[config.mk]
export PLATFORM = sky130hd
export DESIGN_NAME = shift_unit_seq
export DESIGN_NICKNAME = d
export VERILOG_FILES = /design/src/rtl/shift_pkg.sv /design/src/rtl/shift_step.sv /design/src/rtl/shift_unit_seq.sv
export SDC_FILE = /design/constraint.sdc
export NUM_CORES = 1
export LEC_CHECK = 0
export BUFFER_PORTS_ARGS = -buffer_cell sky130_fd_sc_hd__buf_2
export CAP_MARGIN = 5
export CORE_MARGIN = 5
export CORE_UTILIZATION = 53
export DETAILED_ROUTE_END_ITERATION = 8
export PLACE_DENSITY_LB_ADDON = 0.3
export SYNTH_ARGS = -nofsm -noshare
export SYNTH_HDL_FRONTEND = slang
export SYNTH_SLANG_ARGS = --single-unit
[constraint.sdc]
create_clock -name clk -period 3.9 [get_ports clk]
set_clock_uncertainty 0.2 [all_clocks]
set_input_delay 0.78 -clock clk [delete_from_list [all_inputs] [get_ports clk]]
set_output_delay 0.78 -clock clk [all_outputs]
set_load 0.05 [all_outputs]
[src/rtl/shift_pkg.sv]
// Shared definitions for the sequential shift/rotate unit: mode codes, FSM states
// and a ceiling-division helper used for latency arithmetic.
package shift_pkg;

    localparam logic [2:0] MODE_SLL = 3'd0;
    localparam logic [2:0] MODE_SRL = 3'd1;
    localparam logic [2:0] MODE_SRA = 3'd2;
    localparam logic [2:0] MODE_ROL = 3'd3;
    localparam logic [2:0] MODE_ROR = 3'd4;

    typedef enum logic [1:0] {
        ST_IDLE   = 2'd0,
        ST_SHIFT  = 2'd1,
        ST_FINISH = 2'd2
    } state_e;

    function automatic int unsigned ceil_div(input int unsigned num, input int unsigned den);
        return (num + den - 1) / den;
    endfunction

endpackage

[src/rtl/shift_step.sv]
// Combinational single-step shifter: moves data_i by amt_i bits per mode and
// reports the last bit pushed out (0 when amt_i is zero).
module shift_step
    import shift_pkg::*;
#(
    parameter int unsigned WIDTH   = 16,
    parameter int unsigned SHAMT_W = $clog2(WIDTH)
) (
    input  logic [WIDTH-1:0]   data_i,
    input  logic [2:0]         mode_i,
    input  logic [SHAMT_W-1:0] amt_i,
    output logic [WIDTH-1:0]   data_o,
    output logic               last_o
);

    logic [SHAMT_W:0]   inv_amt;
    logic [SHAMT_W-1:0] amt_m1;
    logic [WIDTH-1:0]   lo_mask;
    logic [WIDTH-1:0]   hi_mask;
    logic               left_bit;
    logic               right_bit;

    // Left modes lose bit WIDTH-amt last; right modes lose bit amt-1 last.
    always_comb begin
        inv_amt   = (SHAMT_W+1)'(WIDTH) - {1'b0, amt_i};
        amt_m1    = amt_i - SHAMT_W'(1);
        lo_mask   = WIDTH'(1) << amt_m1;
        hi_mask   = {1'b1, {(WIDTH-1){1'b0}}} >> amt_m1;
        left_bit  = |(data_i & hi_mask);
        right_bit = |(data_i & lo_mask);
        data_o    = data_i;
        last_o    = 1'b0;
        case (mode_i)
            MODE_SLL: begin
                data_o = data_i << amt_i;
                last_o = left_bit;
            end
            MODE_SRL: begin
                data_o = data_i >> amt_i;
                last_o = right_bit;
            end
            MODE_SRA: begin
                data_o = $signed(data_i) >>> amt_i;
                last_o = right_bit;
            end
            MODE_ROL: begin
                data_o = (data_i << amt_i) | (data_i >> inv_amt);
                last_o = left_bit;
            end
            MODE_ROR: begin
                data_o = (data_i >> amt_i) | (data_i << inv_amt);
                last_o = right_bit;
            end
            default: ;
        endcase
        if (amt_i == '0) begin
            last_o = 1'b0;
        end
    end

endmodule

[src/rtl/shift_unit_seq.sv]
// Multi-cycle shift/rotate unit: shifts up to STEP bits per clock with a
// start/done handshake, registered result, carry-out and zero flag.
module shift_unit_seq
    import shift_pkg::*;
#(
    parameter int unsigned WIDTH   = 16,
    parameter int unsigned SHAMT_W = $clog2(WIDTH),
    parameter int unsigned STEP    = 1
) (
    input  logic               clk,
    input  logic               rst,
    input  logic               start,
    input  logic [2:0]         mode,
    input  logic [WIDTH-1:0]   hyrja,
    input  logic [SHAMT_W-1:0] shamt,
    output logic               busy,
    output logic               done,
    output logic [WIDTH-1:0]   dalja,
    output logic               carry,
    output logic               zero
);

    localparam logic [SHAMT_W-1:0] STEP_AMT = SHAMT_W'(STEP);

    state_e             state_q, state_d;
    logic [WIDTH-1:0]   work_q,  work_d;
    logic [2:0]         mode_q,  mode_d;
    logic [SHAMT_W-1:0] rem_q,   rem_d;
    logic [WIDTH-1:0]   dalja_q, dalja_d;
    logic               carry_q, carry_d;
    logic               zero_q,  zero_d;
    logic               busy_q,  busy_d;
    logic               done_q,  done_d;

    logic [SHAMT_W-1:0] step_amt;
    logic [WIDTH-1:0]   step_data;
    logic               step_last;

    // Never step past the remaining count, so the final step is exact.
    assign step_amt = (rem_q < STEP_AMT) ? rem_q : STEP_AMT;

    shift_step #(
        .WIDTH   (WIDTH),
        .SHAMT_W (SHAMT_W)
    ) u_step (
        .data_i (work_q),
        .mode_i (mode_q),
        .amt_i  (step_amt),
        .data_o (step_data),
        .last_o (step_last)
    );

    always_comb begin
        state_d = state_q;
        work_d  = work_q;
        mode_d  = mode_q;
        rem_d   = rem_q;
        dalja_d = dalja_q;
        carry_d = carry_q;
        zero_d  = zero_q;
        busy_d  = busy_q;
        done_d  = 1'b0;
        case (state_q)
            ST_SHIFT: begin
                work_d = step_data;
                rem_d  = rem_q - step_amt;
                if (rem_d == '0) begin
                    state_d = ST_FINISH;
                    dalja_d = step_data;
                    carry_d = step_last;
                    zero_d  = (step_data == '0);
                    busy_d  = 1'b0;
                    done_d  = 1'b1;
                end
            end
            default: begin
                state_d = ST_IDLE;
                busy_d  = 1'b0;
                if (start) begin
                    work_d = hyrja;
                    mode_d = mode;
                    rem_d  = shamt;
                    // Zero shift or reserved mode completes immediately as a pass-through.
                    if (shamt == '0 || mode > MODE_ROR) begin
                        state_d = ST_FINISH;
                        dalja_d = hyrja;
                        carry_d = 1'b0;
                        zero_d  = (hyrja == '0);
                        done_d  = 1'b1;
                    end else begin
                        state_d = ST_SHIFT;
                        busy_d  = 1'b1;
                    end
                end
            end
        endcase
    end

    always_ff @(posedge clk) begin
        if (rst) begin
            state_q <= ST_IDLE;
            work_q  <= '0;
            mode_q  <= MODE_SLL;
            rem_q   <= '0;
            dalja_q <= '0;
            carry_q <= 1'b0;
            zero_q  <= 1'b1;
            busy_q  <= 1'b0;
            done_q  <= 1'b0;
        end else begin
            state_q <= state_d;
            work_q  <= work_d;
            mode_q  <= mode_d;
            rem_q   <= rem_d;
            dalja_q <= dalja_d;
            carry_q <= carry_d;
            zero_q  <= zero_d;
            busy_q  <= busy_d;
            done_q  <= done_d;
        end
    end

    assign busy  = busy_q;
    assign done  = done_q;
    assign dalja = dalja_q;
    assign carry = carry_q;
    assign zero  = zero_q;

endmodule

Yosys cells after proc, flatten, opt, wreduce, memory -nomap -nowiden --
Cells that the tools add are included.
Word-level totals: register bits after elaboration 45, input bits 26, output and inout bits 20, logic and storage cells 79
Cells by class: $add $sub $neg 3, order comparisons 2, equality and inequality tests 6, shift-type cells 7, multiplexer cells 32, bitwise gates (word level) 5, reductions and logical operators 15
Operators with widths (count):
- $mux W16 | 6
- $pmux W16 S5 | 1
- $and A16 B16 Y16 | 2
- $logic_not A16 Y1 | 2
- $or A16 B16 Y16 | 2
- $reduce_or A16 Y1 | 2
- $mux W1 | 17
- $shl A1 B4 Y16 const A | 1
- $shl A16 B4 Y16 | 1
- $shl A16 B5 Y16 | 1
- $shr A16 B4 Y16 | 1
- $shr A16 B4 Y16 const A | 1
- $shr A16 B5 Y16 | 1
- $sshr A16 B4 Y16 | 1
- $logic_not A4 Y1 | 3
- $mux W4 | 3
- $mux W2 | 4
- $eq A3 B2 Y1 const B | 2
- $sub A5 B4 Y5 const A | 1
- $lt A4 B1 Y1 const B | 1
- $reduce_bool A2 Y1 | 2
- $sub A4 B1 Y4 const B | 1
- $sub A4 B4 Y4 | 1
- $eq A3 B1 Y1 const B | 1
- other kinds (12) | 12

Logic depth before layout (Yosys ltp) --
depth after elaboration 10, gate-level depth with buffers 14, gate-level depth less buffers 11

Cells and area by module --
A second synthesis with hierarchy kept.
Unflattened totals: cell total of the unflattened synthesis 717, area total of the unflattened synthesis 5497.8 um^2
By module, submodules not included:
- shift_step | instances 1, cells an instance 477, area an instance 3392.0 um^2, seq. area each 0.0 um^2
- shift_unit_seq | instances 1, cells an instance 240, area an instance 2105.8 um^2, seq. area each 880.8 um^2

Worst setup path before layout --
OpenSTA, ideal clock, no wires.
path type register to register, start point register rem_q[3], end point register zero_q, in the netlist zero, setup time 0.069 ns, arrival time 3.597 ns, setup slack 0.034 ns, cell stages (with the launch flop) 15, path buffers 5, period minus slack after synthesis 3.866 ns, cells stage by stage dfxtp_1 nor4_4 buf_2 buf_2 buf_2 ha_1 clkbuf_1 clkbuf_1 mux2i_1 o21bai_1 a21o_1 a221oi_1 nand4_1 or4_1 o21ai_1
On the way: word-level cells in the longest chain between the ends 9, elaborated cells on any way between the ends 18, those cells by class add/sub: 2; order compare: 1; eq/ne: 1; shift: 5; mux: 4; bitwise: 2; reduce/logical: 3
Ends and longest elaborated chain:
- start, declared | line shift_unit_seq.sv:28 | logic [SHAMT_W-1:0] rem_q, rem_d;
- start signal, assigned | line shift_unit_seq.sv:114 | rem_q <= rem_d;
- $lt A4 B1 Y1 | line shift_unit_seq.sv:40 | assign step_amt = (rem_q < STEP_AMT) ? rem_q : STEP_AMT;
- $mux W4 | line shift_unit_seq.sv:40
- $sub A5 B4 Y5 | line shift_step.sv:25 | inv_amt = (SHAMT_W+1)'(WIDTH) - {1'b0, amt_i};
- $shl A16 B5 Y16 / $shr A16 B5 Y16 (equally long branches) | line shift_step.sv:51, shift_step.sv:47
- $or A16 B16 Y16 (on tied branches) | line shift_step.sv:51, shift_step.sv:47
- $pmux W16 S5 | line shift_step.sv:33 | case (mode_i)
- $logic_not A16 Y1 | line shift_unit_seq.sv:71 | zero_d = (step_data == '0);
- $mux W1 | line shift_unit_seq.sv:67 | if (rem_d == '0) begin
- $mux W1 | line shift_unit_seq.sv:63 | case (state_q)
- end signal, assigned | line shift_unit_seq.sv:117 | zero_q <= zero_d;
- end, declared | line shift_unit_seq.sv:31 | logic zero_q, zero_d;
Parallel ways exist; a longest one is shown, timed or not. The select of a mux whose other input is x is not followed. A chain may end at the register's enable or synchronous reset.

Final worst setup path --
start point register mode_q[1], end point register zero_q, in the netlist zero
On the way: word-level cells in the longest chain between the ends 5, elaborated cells on any way between the ends 9, those cells by class eq/ne: 4; mux: 3; reduce/logical: 2
Ends and longest elaborated chain:
- start, declared | line shift_unit_seq.sv:27 | logic [2:0] mode_q, mode_d;
- start signal, assigned | line shift_unit_seq.sv:113 | mode_q <= mode_d;
- $eq A3 B3 Y1, or another cell as far along | line shift_step.sv:33
- $pmux W16 S5 * | line shift_step.sv:33
- $logic_not A16 Y1 * | line shift_unit_seq.sv:71
- $mux W1 * | line shift_unit_seq.sv:67
- $mux W1 * | line shift_unit_seq.sv:63
Mark *: on every way between the ends. The rest lies on a longest branch, timed or not. The select of a mux whose other input is x is not followed.

==> results.sh <==
export IMPL_path_cells="xor2_2 -> nor2_1 -> mux2_2 -> o32a_1 -> or4_1 -> or4_1 -> o21ai_1"
export IMPL_clk_latency_ns=0.30
export IMPL_ys_warn_count=0
export IMPL_final_cell_mix="nand2_1, buf_2, dfxtp_1"
export IMPL_initial_utilization=0.544
export IMPL_critPathRequiredTime_ns=3.93
export IMPL_detail_route_antenna_nets=0
export IMPL_cts_root_buf="clkbuf_8"
export IMPL_relSlewSlack=0.395
export IMPL_cts_buffer_depth=2
export IMPL_grt_ovfl_total=0
export IMPL_num_vias=3746
export IMPL_cp_start_kind="register"
export IMPL_tritoncts="done"
export IMPL_ioPinCount=46
export IMPL_rows=29
export IMPL_cpMaxStageDelayCell="dfxtp_1"
export IMPL_report_final_slew_viol_count=0
export IMPL_cpLargestDelayFamily="simple AND/OR/NAND/NOR gates"
export IMPL_synth_edff_count=0
export IMPL_cts_hold_buf=0
export IMPL_path_class="reg2reg"
export IMPL_route_detailed_drc=0
export IMPL_ir_drop_v=0.000424
export IMPL_fill_cells=603
export IMPL_cts_sinks=44
export IMPL_cp_end_kind="register"
export IMPL_ys_seq_elements=44
export IMPL_power_leakage_nw=1.48
export IMPL_final_common_cell="nand2_1"
export IMPL_die_h_um=90.5
export IMPL_n_antenna_cell=0
export IMPL_drt_iter0_drc=461
export IMPL_hp_class="reg2reg"
export IMPL_final_nets=508
export IMPL_multi_input_area_sq_um=2350
export IMPL_ff_latch_area_sq_um=881
export IMPL_fmax_mhz=281
export IMPL_path_buf_inv=0
export IMPL_rsz0062_at_grt="false"
export IMPL_hpwl_mm=8.21
export IMPL_antenna_found_initial=0
export IMPL_die_x_um=90.5
export IMPL_arrival_ns=3.60
export IMPL_tns_ns=0
export IMPL_async_flop_share=0
export IMPL_max_cap_violations=0
export IMPL_drtPass1Iterations=6
export IMPL_fin_cells=554
export IMPL_power_density_nw_per_um2=436
export IMPL_yosysUniqueCellTypes=67
export IMPL_fin_crit_sh=0.914
export IMPL_max_stage_delay_ns=0.66
export IMPL_coreArea_sq_um=6310
export IMPL_cts_htree_levels=2
export IMPL_tightest_slew_ns=0.896
export IMPL_cts_setup_buffers=0
export IMPL_synthFlopType="dfxtp_1"
export IMPL_clk_pin_slew_ns=0.09
export IMPL_finalSetupViolCount=0
export IMPL_netlist_area_sq_um=3430
export IMPL_yosysSeqAreaShare=0.257
export IMPL_path_max_fanout=12
export IMPL_grtUsageTotal=0.274
export IMPL_grt_pass1_vias=3459
export IMPL_post_cts_resize_count=0
export IMPL_gp_congestion=1.03
export IMPL_syn_area_per_cell_sq_um=7.51
export IMPL_dpl_cell_area_sq_um=3690
export IMPL_finalHoldViolCount=0
export IMPL_synth_cells=457
export IMPL_vias_per_cell=6.76
export IMPL_fin_crit_ns=3.56
export IMPL_fin_area_sq_um=3810
export IMPL_fin_util=0.603
export IMPL_grt_max_degree=47
export IMPL_layout_setup_ws_ns=0.336
export IMPL_pre_cts_ws_ns=0.416
export IMPL_status="completed"
export IMPL_portBuffers=45
export IMPL_crit_top_cell="or4_1"
export IMPL_wl_mm=11.6
export IMPL_syn2layout_area_growth_pct=11.0
export IMPL_drive_gt1_frac=0.180
export IMPL_place_inst=546
export IMPL_cts_buffers=5
export IMPL_dieArea_sq_um=8190
export IMPL_wl_per_cell_um=20.9
export IMPL_grt_first_pass_wirelength_mm=18.6
synth_stat cells, types with 3 or more instances:
cell	count	share of area
buf_1	8	0.0087
o21ai_0	26	0.038
nor2b_1	3	0.0055
nand3b_1	3	0.0066
buf_2	4	0.0058
clkbuf_1	36	0.039
a21oi_1	36	0.052
nand2_1	57	0.062
nand2b_1	6	0.011
ha_1	6	0.022
or4_1	6	0.013
a221oi_1	5	0.013
mux2_2	9	0.030
nor3_1	9	0.013
a31oi_1	7	0.013
nand3_1	18	0.026
nor4_1	4	0.0073
or3_1	4	0.0073
o22ai_1	4	0.0073
mux2i_1	22	0.064
a22oi_1	12	0.026
mux4_2	6	0.039
inv_1	4	0.0044
dfxtp_1	44	0.26
nor2_1	39	0.043
o211ai_1	6	0.013
a211oi_1	22	0.048
worst paths after layout:
path | endpoint | startpoint | cells past startpoint | slack [ns]
max | zero | mode_q[1] | 7 | 0.34
min | dalja[10] | dalja[10] | 2 | 0.26
max reg2reg | zero | mode_q[1] | 7 | 0.34
min reg2reg | dalja[10] | dalja[10] | 2 | 0.26
layout make-up:
cell class,instances,area share
clock buffer,6,0.0217
sequential,44,0.231
multi-input combinational,361,0.617
clock inverter,2,0.0102
tap,77,0.0253
timing repair buffer,59,0.0900
inverter,5,0.00493
layer usage:
metal	share of wire	global-route usage
met2	0.45	0.433
met5	0	0
met3	0.096	0.0417
met4	0.019	0.0806
met1	0.44	0.384
per-stage QoR:
| stage | power, mW | hold slack, ns |
|---|---|---|
| after floorplan | 1.08 | 0.292 |
| after global placement | 1.27 | 0.238 |
| after detailed placement | 1.27 | 0.244 |
| after CTS | 1.64 | 0.258 |
| after global routing | 1.75 | 0.280 |
| final | 1.66 | 0.256 |
tightest hold or removal path: stages (launching register included):
cell and delay (ns):
dfxtp_1 0.32, nand2_1 0.05, a21oi_1 0.05
flip-flops by register name, summed over array words and instances, names as in the netlist:
signal and count:
dalja 16, done 1, zero 1, mode_q 3, state_q 1, work_q 16, rem_q 4, carry 1
busy 1
report_power, final:
group / internal, mW / total, mW / switching (mW)
Combinational: 0.265 / 0.701 / 0.435
Sequential: 0.493 / 0.588 / 0.0943
Clock: 0.210 / 0.371 / 0.162
logic make-up (layout without fill, tap and decap cells):
family	Yosys count	in the layout	synth area share
compound gates	147	147	0.284
xor+xnor	2	2	0.00729
fa+ha+maj	6	6	0.0219
buf+inv	55	72	0.0623
flops	44	44	0.257
mux	37	37	0.133
other cells	2	5	0.00219
simple gates	164	164	0.233
(Power assumes the default switching activity.)
